==> src/rtl/instr_encoder_loader.sv <==
// rtl/instr_encoder_loader.sv - micro-op to RV32I encoder with FIFO-buffered instruction memory loader
module instr_encoder_loader #(
  parameter int ADDR_W     = 12,
  parameter int BASE_ADDR  = 0,
  parameter int MAX_WORDS  = 256,
  parameter int FIFO_DEPTH = 4
) (
  input  logic              clk,
  input  logic              reset,
  input  logic              start,
  input  logic              in_valid,
  output logic              in_ready,
  input  logic [2:0]        in_opcode,
  input  logic [4:0]        in_rs1,
  input  logic [4:0]        in_rs2,
  input  logic [4:0]        in_rd,
  input  logic [31:0]       in_imm,
  input  logic              in_last,
  output logic              imem_we,
  output logic [ADDR_W-1:0] imem_addr,
  output logic [31:0]       imem_wdata,
  input  logic              imem_ready,
  output logic              busy,
  output logic              done,
  output logic [ADDR_W-1:0] word_count,
  output logic              err,
  output logic [1:0]        err_code
);

  localparam int PTR_W = $clog2(FIFO_DEPTH);
  localparam int OCC_W = PTR_W + 1;
  localparam logic [ADDR_W-1:0] L_BASE = ADDR_W'(BASE_ADDR);

  typedef enum logic [1:0] {S_IDLE, S_LOAD, S_DRAIN, S_DONE} state_t;

  state_t            r_state;
  state_t            w_next;
  logic [31:0]       r_mem [FIFO_DEPTH];
  logic [PTR_W-1:0]  r_wptr;
  logic [PTR_W-1:0]  r_rptr;
  logic [OCC_W-1:0]  r_occ;
  logic [ADDR_W-1:0] r_addr;
  logic [ADDR_W-1:0] r_word_count;
  logic              r_err;
  logic [1:0]        r_err_code;

  logic              w_empty;
  logic              w_full;
  logic              w_in_ready;
  logic              w_accept;
  logic              w_push;
  logic              w_pop;
  logic              w_enter_load;
  logic [31:0]       w_enc;
  logic              w_bad_op;
  logic              w_bad_imm;
  logic              w_ovf;
  logic              w_err_any;
  logic [1:0]        w_code;
  logic [31:0]       w_total;
  logic signed [31:0] w_imm;

  assign w_imm = $signed(in_imm);

  always_comb begin
    w_enc     = '0;
    w_bad_op  = 1'b0;
    w_bad_imm = 1'b0;
    case (in_opcode)
      3'b000: begin
        w_enc     = {in_imm[11:0], in_rs1, 3'b010, in_rd, 7'b0000011};
        w_bad_imm = (w_imm < -2048) || (w_imm > 2047);
      end
      3'b001: begin
        w_enc     = {in_imm[11:5], in_rs2, in_rs1, 3'b010, in_imm[4:0], 7'b0100011};
        w_bad_imm = (w_imm < -2048) || (w_imm > 2047);
      end
      3'b010: w_enc = {7'b0000000, in_rs2, in_rs1, 3'b000, in_rd, 7'b0110011};
      3'b011: w_enc = {7'b0100000, in_rs2, in_rs1, 3'b000, in_rd, 7'b0110011};
      3'b100: w_enc = {7'b0000000, in_rs2, in_rs1, 3'b111, in_rd, 7'b0110011};
      3'b101: w_enc = {7'b0000000, in_rs2, in_rs1, 3'b110, in_rd, 7'b0110011};
      3'b110: begin
        w_enc     = {in_imm[12], in_imm[10:5], in_rs2, in_rs1, 3'b000,
                     in_imm[4:1], in_imm[11], 7'b1100011};
        w_bad_imm = (w_imm < -4096) || (w_imm > 4094) || in_imm[0];
      end
      default: w_bad_op = 1'b1;
    endcase
  end

  // Words already written plus words still queued equals everything committed to this load.
  assign w_total    = 32'(r_word_count) + 32'(r_occ);
  assign w_ovf      = (w_total == 32'(MAX_WORDS));
  assign w_empty    = (r_occ == '0);
  assign w_full     = (r_occ == OCC_W'(FIFO_DEPTH));
  assign w_in_ready = (r_state == S_LOAD) && !w_full;
  assign w_accept   = in_valid && w_in_ready;
  assign w_err_any  = w_bad_op || w_bad_imm || w_ovf;
  assign w_push     = w_accept && !w_err_any;
  assign w_pop      = !w_empty && imem_ready;
  assign w_code     = w_bad_op ? 2'b01 : (w_bad_imm ? 2'b10 : 2'b11);
  assign w_enter_load = start && ((r_state == S_IDLE) || (r_state == S_DONE));

  always_comb begin
    w_next = r_state;
    case (r_state)
      S_IDLE:  if (start) w_next = S_LOAD;
      S_LOAD:  if (w_accept && in_last) w_next = S_DRAIN;
      S_DRAIN: if (w_empty) w_next = S_DONE;
      S_DONE:  if (start) w_next = S_LOAD;
      default: w_next = S_IDLE;
    endcase
  end

  always_ff @(posedge clk or posedge reset) begin
    if (reset) begin
      r_state      <= S_IDLE;
      r_wptr       <= '0;
      r_rptr       <= '0;
      r_occ        <= '0;
      r_addr       <= L_BASE;
      r_word_count <= '0;
      r_err        <= 1'b0;
      r_err_code   <= 2'b00;
    end else begin
      r_state <= w_next;
      if (w_push) r_wptr <= r_wptr + 1'b1;
      if (w_pop)  r_rptr <= r_rptr + 1'b1;
      if (w_push && !w_pop)      r_occ <= r_occ + 1'b1;
      else if (!w_push && w_pop) r_occ <= r_occ - 1'b1;
      if (w_enter_load) begin
        r_addr       <= L_BASE;
        r_word_count <= '0;
        r_err        <= 1'b0;
        r_err_code   <= 2'b00;
      end else begin
        if (w_pop) begin
          r_addr       <= r_addr + ADDR_W'(4);
          r_word_count <= r_word_count + 1'b1;
        end
        if (w_accept && w_err_any && !r_err) begin
          r_err      <= 1'b1;
          r_err_code <= w_code;
        end
      end
    end
  end

  always_ff @(posedge clk) begin
    if (w_push) r_mem[r_wptr] <= w_enc;
  end

  assign in_ready   = w_in_ready;
  assign imem_we    = !w_empty;
  assign imem_addr  = r_addr;
  assign imem_wdata = w_empty ? 32'd0 : r_mem[r_rptr];
  assign busy       = (r_state == S_LOAD) || (r_state == S_DRAIN);
  assign done       = (r_state == S_DONE);
  assign word_count = r_word_count;
  assign err        = r_err;
  assign err_code   = r_err_code;

endmodule

==> config.mk <==
export PLATFORM = sky130hd
export DESIGN_NAME = instr_encoder_loader
export DESIGN_NICKNAME = d
export VERILOG_FILES = /design/src/rtl/instr_encoder_loader.sv
export SDC_FILE = /design/constraint.sdc
export NUM_CORES = 1
export LEC_CHECK = 0
export CAP_MARGIN = 15
export CORE_UTILIZATION = 53
export DETAILED_ROUTE_END_ITERATION = 10
export GPL_ROUTABILITY_DRIVEN = 0
export GPL_TIMING_DRIVEN = 0
export HOLD_SLACK_MARGIN = 0.06
export PLACE_DENSITY = 0.88
export SKIP_LAST_GASP = 1
export SLEW_MARGIN = 20
export SYNTH_ARGS = -nofsm -noshare
export SYNTH_HDL_FRONTEND = slang
export SYNTH_SLANG_ARGS = --single-unit
==> constraint.sdc <==
create_clock -name clk -period 4.6 [get_ports clk]
set_input_delay 0.92 -clock clk [delete_from_list [all_inputs] [get_ports clk]]
set_output_delay 0.92 -clock clk [all_outputs]
set_load 0.05 [all_outputs]
==> reports/results.tsv, run 1 <==
stage	metric	value	unit
outcome	status	finished clean	
clocking	postCtsResizedCells	0	
floorplan	io_pins	119	
floorplan	dieArea	13640	um2
critical_path	end_kind	flop	
sta	tns	0	ns
floorplan	die_x	116.8	um
routing	vias	4778	
sta	finClkSkew	0.006965	ns
floorplan	row_count	41	
critical_path	crit_type	input port to flop	
pwr	powerDensity	637.1	nW/um2
logic_synthesis	syn-cell-area	6984	um2
sta	setup_violations	0	
sta	worst_pin_slew	0.8250	ns
logic_synthesis	synth_top_area_share	49.87	%
logic_synthesis	yosys.cell_count.top_type	edfxtp_1	
floorplan	coreArea	12720	um2
clocking	cts_setup_buffers	0	
clocking	cts_buffer_depth	2	
global_route	antenna_found_initial	0	
placement	place_hpwl	10.66	mm
clocking	cts_buffers	17	
global_route	grt_usage	25.42	%
clocking	cts_hold_buffers	0	
logic_synthesis	synthCells	498	
global_route	grt_start_max_net_pins	35	
logic_synthesis	yosysWarnings	0	
final_layout	nets	707	
final_layout	area_delta_synth_final	28.05	%
routing	drc	0	
logic_synthesis	synth_seq_cells	150	
sta	fmaxAchievable	0.2466	GHz
clocking	path_clk_slew	0.05	ns
clocking	cts_tree	done	
run	cap_violations	0	
global_route	grt_pass1_wl	25.03	mm
critical_path	cp-start-kind	input port	
logic_synthesis	synth_edf_count	116	
sta	rsz0062_at_grt	false	
routing	drt_iter0_markers	654	
routing	firstDrtPassIters	6	
logic_synthesis	synth_top_area_cell	edfxtp_1	
sta	min_period	4.056	ns
clocking	htreeDepth	4	
sta	final.setup.worst_slack	0.5445	ns
global_route	grt_overflow	0	
logic_synthesis	synthTopCellsByCount	116 x edfxtp_1, 37 x nor2_1, 36 x and2_1	
critical_path	critical_path_required	4.91	ns
final_layout	diodes	0	
routing	wirelength	16.34	mm
clocking	numClockSinks	150	
logic_synthesis	synth_cell_types	55	
logic_synthesis	syn_area_per_cell	14.02	um2
routing	detail-route-antenna-nets	0	
logic_synthesis	ys.flop_type	edfxtp_1	
placement	io_buffers	113	
hold_path	hold_class	flop to flop	
clocking	cts-root-buf	clkbuf_16	
routing	wl_per_cell	19.97	um
logic_synthesis	yosysSeqAreaShare	62.06	%
sta	slew-limit-headroom	45.00	%
critical_path	critical_path.max_fanout	10	
floorplan	initial_core_util	54.90	%
sta	final.period_utilization	88.16	%
global_route	grt_pass1_vias	4841	
sta	hold_viol	0	
logic_synthesis	ys_top_cells_by_area	edfxtp_1 50%, dfrtp_1 12%, mux4_2 9.4%	
final_layout	drive_gt1_share	13.62	%
logic_synthesis	synthArstFlopShare	22.67	%
pwr	vdd.ir_drop.worst	0.3449	mV
clocking	clk_latency	0.42	ns
pwr	power_leakage	3.228	nW
floorplan	die_height	116.8	um
sta	drv_slew	0	
placement	post-place-ws	0.2221	ns
critical_path	worstPathArrival	4.36	ns
routing	vias_per_cell	5.841	
-- placed cells by master (no fill, tap or decap), types with 6 or more instances in the layout --
cell / count
dfrtp_1: 34
clkdlybuf4s50_1: 113
nand3_1: 9
a22oi_1: 10
nor2b_1: 7
ha_1: 16
o22ai_1: 6
edfxtp_1: 116
mux4_2: 29
o21ai_0: 12
a21oi_1: 22
and2_1: 36
clkbuf_16: 17
nand2_1: 27
xor2_1: 16
xnor2_1: 10
nand4_1: 10
inv_1: 15
nor2_1: 37
clkbuf_1: 13
-- power breakdown --
group	internal, mW	switching [mW]
sequential	1.61	0.113
combinational	0.980	1.59
clock	0.854	0.556
total	3.44	2.26
-- area by class of cell --
type	instances	area, um2
timing repair buffer	113	1131
inverter	18	67.56
buffer	25	132.6
fill	852	3779
clock buffer	17	425.4
multi-input combinational	308	2461
tap	172	215.2
clock inverter	15	176.4
sequential	150	4334
-- path summary, 6_finish.rpt --
check                      cells after the start         start            to  slack [ns]
setup / recovery                              12  in_opcode[1]      r_occ[1]        0.54
max in group asynchronous                      2         reset    r_state[1]        3.21
setup reg to reg                              14      r_occ[0]      r_occ[1]        1.05
min in group asynchronous                      2         reset  imem_addr[8]        0.93
hold reg to reg                                1           err           err        0.53
hold / removal                                 1           err           err        0.53
-- metrics by stage --
stage | area, um2 | total power, mW | utilization [%] | hold WS (ns) | cells
after floorplan | 6995 | 3.506 | - | 0.4743 | 501
after global placement | 8342 | 4.220 | 65.57 | 0.5022 | 786
after detailed placement | 8342 | 4.299 | 65.57 | 0.5106 | 786
after CTS | 8944 | 5.727 | 70.30 | 0.5306 | 818
after global routing | 8944 | 5.927 | 70.30 | 0.5448 | 818
final | 8944 | 5.698 | 70.30 | 0.5265 | 818
-- worst max-delay path: stages --
cell and delay (ns):
clkdlybuf4s50_1 0.53, clkbuf_1 0.38, clkinv_1 0.40, ha_1 0.48
nor3_1 0.30, nor2_1 0.06, and3_1 0.19, buf_6 0.13
ha_1 0.21, inv_1 0.07, fa_1 0.41, mux2_2 0.27
-- routing by layer --
| layer | global-route usage, % | part of all wire, % | up-vias |
|---|---|---|---|
| met5 | 0 | 0 | - |
| met4 | 9.873 | 2.5 | 0 |
| met3 | 5.870 | 7.4 | 43 |
| met2 | 46.23 | 53 | 236 |
| met1 | 29.15 | 37 | 2373 |
| li1 | - | - | 2126 |
-- logic make-up (layout without fill, tap and decap cells) --
| group | count (synthesis) | after routing | share of synthesized area (%) |
|---|---|---|---|
| buffers and inverters | 43 | 188 | 2.866 |
| xor gates and xnor gates | 27 | 27 | 3.493 |
| adders and majority gates | 18 | 18 | 3.440 |
| muxes | 32 | 32 | 9.871 |
| DFF | 150 | 150 | 62.06 |
| other | 1 | 4 | 0.05369 |
| AOI/OAI and AO/OA | 66 | 66 | 5.948 |
| and+or+nand+nor | 161 | 161 | 12.27 |
-- state kept, by name (all words and copies together), names as in the netlist --
signal and count:
err 1, r_rptr 2, word_count 12, err_code 2
r_occ 3, imem_addr 10, r_wptr 2, r_state 2
r_mem 116
(Power assumes the default switching activity.)
==> inputs of run 2 (changes only) <==
--- a/config.mk
+++ b/config.mk
@@ -10,7 +10,7 @@
 export DETAILED_ROUTE_END_ITERATION = 10
 export GPL_ROUTABILITY_DRIVEN = 0
 export GPL_TIMING_DRIVEN = 0
-export HOLD_SLACK_MARGIN = 0.06
+export HOLD_SLACK_MARGIN = 0.15
 export PLACE_DENSITY = 0.88
 export SKIP_LAST_GASP = 1
 export SLEW_MARGIN = 20
==> results of run 2 <==
No change in the layout: final DEF, timing and power equal those of run 1.
==> edit 1, RTL diff (settings of run 1) <==
Re-encode `state_t` (4 states) as Gray code, 2 bits wide.
--- a/src/rtl/instr_encoder_loader.sv
+++ b/src/rtl/instr_encoder_loader.sv
@@ -31,7 +31,7 @@
   localparam int OCC_W = PTR_W + 1;
   localparam logic [ADDR_W-1:0] L_BASE = ADDR_W'(BASE_ADDR);
 
-  typedef enum logic [1:0] {S_IDLE, S_LOAD, S_DRAIN, S_DONE} state_t;
+  typedef enum logic [1:0] {S_IDLE = 2'b00, S_LOAD = 2'b01, S_DRAIN = 2'b11, S_DONE = 2'b10} state_t;
 
   state_t            r_state;
   state_t            w_next;
Check against the original RTL: same outputs for any inputs over 4 cycles, from zero or initial values and one cycle with reset high; so few cycles prove little.
==> edit 1 against run 1 <==
Maximum frequency shrank 3.8%. Cell area is essentially flat. Total power grew 0.41%. Cell count shrank 0.86%. Synthesized area shrank 0.56%. Sequential cell count is the same. Wire length shrank 4.2%. Worst setup slack lost 0.16 ns.
==> edit 1: results (changes against run 1) <==
cell family contributing the most delay on the critical path=buffers and inverters (unchanged); Routed Wire Length=15.7 mm (was 16.3 mm); filler cell count=882 (was 852); Synth top cells by count=116 x edfxtp_1, 36 x and2_1, 35 x nor2_1 (was 116 x edfxtp_1, 37 x nor2_1, 36 x and2_1); leakage power figure=3.18 nW (was 3.23 nW); # Post-CTS Setup Buffers=0 (unchanged); outcome=completed (unchanged); total track usage=24.9% (was 25.4%); worst-margin pin slew=0.823 ns (was 0.825 ns); routed via count=4728 (was 4778); global-route wire length before repair=24.6 mm (was 25.0 mm); CTS root buffer=clkbuf_16 (unchanged); clk_skew=0.00987 ns (was 0.00697 ns); dpl hpwl=10.6 mm (was 10.7 mm); DP Area=8300 um^2 (was 8340 um^2); CP max FO=10 (unchanged); port buffer count=113 (unchanged); max reg flops=116 (unchanged); CP peak stage delay=0.53 ns (about the same); Area contributors post-synth=edfxtp_1 50%, dfrtp_1 12%, mux4_2 9.4%, and2_1 3.2%, ha_1 2.3% (was edfxtp_1 50%, dfrtp_1 12%, mux4_2 9.4%, and2_1 3.2%, ha_1 2.9%); Critical Path AT=4.55 ns (was 4.36 ns); worst hold path type=flop to flop (unchanged); clk buf depth=2 (unchanged); VDD IR max=468 uV (was 345 uV); largest net degree at the start of global routing=35 (unchanged); Clock transition at path regs=0.05 ns (about the same); CTS Buf Count=17 (unchanged); Yosys cell types=54 (was 55); H-tree Lvls=4 (unchanged); initial antenna violation count=0 (unchanged); # diodes=0 (unchanged); sequential share of the synthesized area=62.4% (was 62.1%); Clock Latency Late Sink=0.42 ns (about the same); CTS resizes=0 (unchanged); Post-synth EDFFs=116 (unchanged); Slowest-stage cell, CP=nor4b_4 (was clkdlybuf4s50_1); Largest Register=r_mem (unchanged); number of DRC markers in iteration 0=351 (was 654); DRT Pass-1 Iters=5 (was 6); commonest non-fill, non-tap cell in the layout=edfxtp_1 (unchanged); yosys warns=0 (unchanged); share of layout cells above drive strength 1=13.9% (was 13.6%); Async SR Flop Fraction=22.7% (unchanged); vias in the first global route=4760 (was 4841); # nets final=697 (was 707)
## edit 1: layout make-up
class                      instances  area (um^2)  area share (%)
inverter                          13         48.8           0.546
timing repair buffer             113         1130            12.7
sequential                       150         4330            48.5
multi-input combinational        305         2440            27.3
buffer                            26          138            1.54
clock buffer                      28          582            6.51
clock inverter                     4         51.3           0.574
tap                              172          215            2.41
## edit 1: routing by layer
layer | GRT usage (%) | wire length (um) | vias to the layer above | share of wire, %
li1 | - | - | 2110 | -
met1 | 30.5 | 6270 | 2363 | 40
met2 | 43.6 | 8160 | 220 | 52
met3 | 4.88 | 954 | 35 | 6.1
met4 | 9.83 | 271 | 0 | 1.7
met5 | 0 | 0 | - | 0
## edit 1: path summary, 6_finish.rpt
check,startpoint,to,slack (ns),cells past startpoint
min in group asynchronous,reset,word_count[8],0.94,2
max,in_opcode[1],r_occ[2],0.39,12
max reg2reg,word_count[0],r_occ[2],0.91,15
max in group asynchronous,reset,word_count[5],3.18,2
min,err_code[0],err_code[0],0.53,2
min reg2reg,err_code[0],err_code[0],0.53,2
## edit 1: where the power goes
| part | switching [mW] | internal, mW | total [mW] | leakage [nW] |
|---|---|---|---|---|
| clock network | 0.507 | 0.919 | 1.43 | 0.307 |
| logic | 1.56 | 0.983 | 2.54 | 1.38 |
| registers | 0.127 | 1.62 | 1.75 | 1.50 |
## edit 1: cells by family after synthesis
| family | count (synthesis) | share of synthesized area, % |
|---|---|---|
| fa+ha+maj | 15 | 2.92 |
| buf+inv | 39 | 2.68 |
| flops | 150 | 62.4 |
| simple gates | 164 | 12.9 |
| other cells | 1 | 0.0540 |
| compound gates | 63 | 5.64 |
| xor+xnor | 26 | 3.28 |
| mux | 33 | 10.1 |
## edit 1: tightest hold or removal path, cell delays in order (launching register included)
cell and delay [ns]:
dfrtp_1 0.37, nand2_1 0.06, a21oi_1 0.05
## edit 1: stage by stage
stage	utilization (%)	total power, mW	setup slack, ns	hold WS, ns	instances
2_1_floorplan	-	3.54	1.06	0.479	494
3_3_place_gp	65.3	4.25	0.243	0.508	779
3_5_place_dp	65.3	4.32	0.0537	0.516	779
4_1_cts	70.2	5.75	0.419	0.524	811
5_1_grt	70.2	5.97	0.164	0.550	811
6_report	70.2	5.72	0.385	0.525	811
==> edit 2, RTL diff (settings of run 1) <==
Without the edit above. `ADDR_W`: 12 -> 11.
--- a/src/rtl/instr_encoder_loader.sv
+++ b/src/rtl/instr_encoder_loader.sv
@@ -1,6 +1,6 @@
 // rtl/instr_encoder_loader.sv - micro-op to RV32I encoder with FIFO-buffered instruction memory loader
 module instr_encoder_loader #(
-  parameter int ADDR_W     = 12,
+  parameter int ADDR_W     = 11,
   parameter int BASE_ADDR  = 0,
   parameter int MAX_WORDS  = 256,
   parameter int FIFO_DEPTH = 4
Ports: changed (resized imem_addr and word_count); port bits go from 119 to 117. No check against the original RTL was run, so the function may have changed too.
==> edit 2 against run 1 <==
Total power decreased by 0.53%. Synthesized area fell by 1.7%. Worst setup slack got worse by 0.14 ns. Clock skew is 0.00081 ns higher. Cell area fell by 0.22%. Via count decreased by 1.3%. Sequential cell count fell by 2. Wire length down 0.63%.
==> edit 2: results (changes against run 1) <==
sequential share of the synthesized area=62.4% (was 62.1%); xor and xnor area share after synthesis=2.81% (was 3.49%); ys flop type=edfxtp_1 (unchanged); port buffer count=112 (was 113); DRT Pass-1 Iters=5 (was 6); largest net degree at the start of global routing=33 (was 35); # diodes=0 (unchanged); share of layout cells above drive strength 1=13.9% (was 13.6%); Synth top area share=50.7% (was 49.9%); routed via count=4718 (was 4778); Routed Wire Length=16.2 mm (was 16.3 mm); worst hold path type=flop to flop (unchanged); CTS Buf Count=17 (unchanged); leakage power figure=3.18 nW (was 3.23 nW); vias in the first global route=4815 (was 4841); DP Area=8340 um^2 (about the same); Slew HR=45.5% (was 45.0%); H-tree Lvls=4 (unchanged); Critical Path AT=4.53 ns (was 4.36 ns); Setup-failing EPs final=0 (unchanged); Async SR Flop Fraction=21.6% (was 22.7%); total track usage=25.9% (was 25.4%); dpl hpwl=11.0 mm (was 10.7 mm); mux cell area share after synthesis=10.0% (was 9.87%); number of DRC markers in iteration 0=665 (was 654); Synth top cells by count=116 x edfxtp_1, 36 x and2_1, 36 x nor2_1 (was 116 x edfxtp_1, 37 x nor2_1, 36 x and2_1); Synth Area in Adders=3.50% (was 3.44%); reg-to-reg slack, setup=1.17 ns (was 1.05 ns); cell family contributing the most delay on the critical path=buffers and inverters (unchanged); CP peak stage delay=0.52 ns; Clock transition at path regs=0.06 ns; global-route wire length before repair=25.1 mm (was 25.0 mm); yosys warns=0 (unchanged); CTS resizes=0 (unchanged); Clock Latency Late Sink=0.42 ns (about the same); VDD IR max=429 uV (was 345 uV); Yosys cell types=53 (was 55); Compound-Gate Fraction of Synth Area=7.01% (was 5.95%); # nets final=694 (was 707); CTS root buffer=clkbuf_16 (unchanged); initial antenna violation count=0 (unchanged); clk buf depth=2 (unchanged); Slowest-stage cell, CP=ha_1 (was clkdlybuf4s50_1); Largest Register=r_mem (unchanged); CP max FO=10 (unchanged); outcome=completed (unchanged); clk_skew=0.00777 ns (was 0.00697 ns); Area contributors post-synth=edfxtp_1 51%, dfrtp_1 12%, mux4_2 9.5%, and2_1 3.3%, ha_1 2.9% (was edfxtp_1 50%, dfrtp_1 12%, mux4_2 9.4%, and2_1 3.2%, ha_1 2.9%); Post-synth EDFFs=116 (unchanged); # Post-CTS Setup Buffers=0 (unchanged); max reg flops=116 (unchanged)
edit 2: stage by stage:
step / total power, mW / std cells / setup slack, ns / hold WS [ns]
6_report: 5.67 / 805 / 0.407 / 0.536
4_1_cts: 5.70 / 805 / 0.466 / 0.538
3_3_place_gp: 4.20 / 769 / -1.01 / 0.502
5_1_grt: 5.90 / 805 / 0.171 / 0.540
2_1_floorplan: 3.49 / 485 / 0.662 / 0.497
3_5_place_dp: 4.32 / 773 / 0.0750 / 0.524
edit 2: cells by family after synthesis:
| family | after synthesis |
|---|---|
| multiplexers | 32 |
| adder cells (fa/ha/maj) | 18 |
| XOR/XNOR | 22 |
| AO/OA/AOI/OAI | 70 |
| buffers and inverters | 44 |
| AND/OR/NAND/NOR | 147 |
| other | 1 |
| flip-flops | 148 |
edit 2: where the power goes:
| part | switching [mW] | total [mW] | leakage (nW) | internal (mW) |
|---|---|---|---|---|
| sequential | 0.122 | 1.71 | 1.47 | 1.59 |
| combinational | 1.61 | 2.60 | 1.44 | 0.990 |
| clock | 0.550 | 1.36 | 0.273 | 0.808 |
| total | 2.28 | 5.67 | 3.18 | 3.39 |
edit 2: per-layer routing:
| metal | global-route usage (%) | vias to the layer above | part of all wire, % |
|---|---|---|---|
| li1 | - | 2085 | - |
| met1 | 31.6 | 2321 | 37 |
| met2 | 43.9 | 270 | 51 |
| met3 | 6.69 | 42 | 9.0 |
| met4 | 11.4 | 0 | 2.7 |
| met5 | 0 | - | 0 |
edit 2: cell type report:
| cell class | count | area [um^2] |
|---|---|---|
| Tap cell | 172 | 215 |
| Buffer | 21 | 101 |
| Inverter | 23 | 86.3 |
| Timing Repair Buffer | 116 | 1220 |
| Clock inverter | 13 | 150 |
| Sequential cell | 148 | 4280 |
| Multi-Input combinational cell | 293 | 2440 |
| Clock buffer | 19 | 433 |
| Fill cell | 814 | 3700 |
edit 2: worst paths after layout:
check,cells after the start,startpoint,end
setup / recovery,14,in_opcode[1],r_occ[2]
setup reg to reg,15,r_occ[0],r_occ[2]
max in group asynchronous,2,reset,r_wptr[1]
hold reg to reg,1,err_code[1],err_code[1]
hold / removal,1,err_code[1],err_code[1]
min in group asynchronous,2,reset,imem_addr[10]
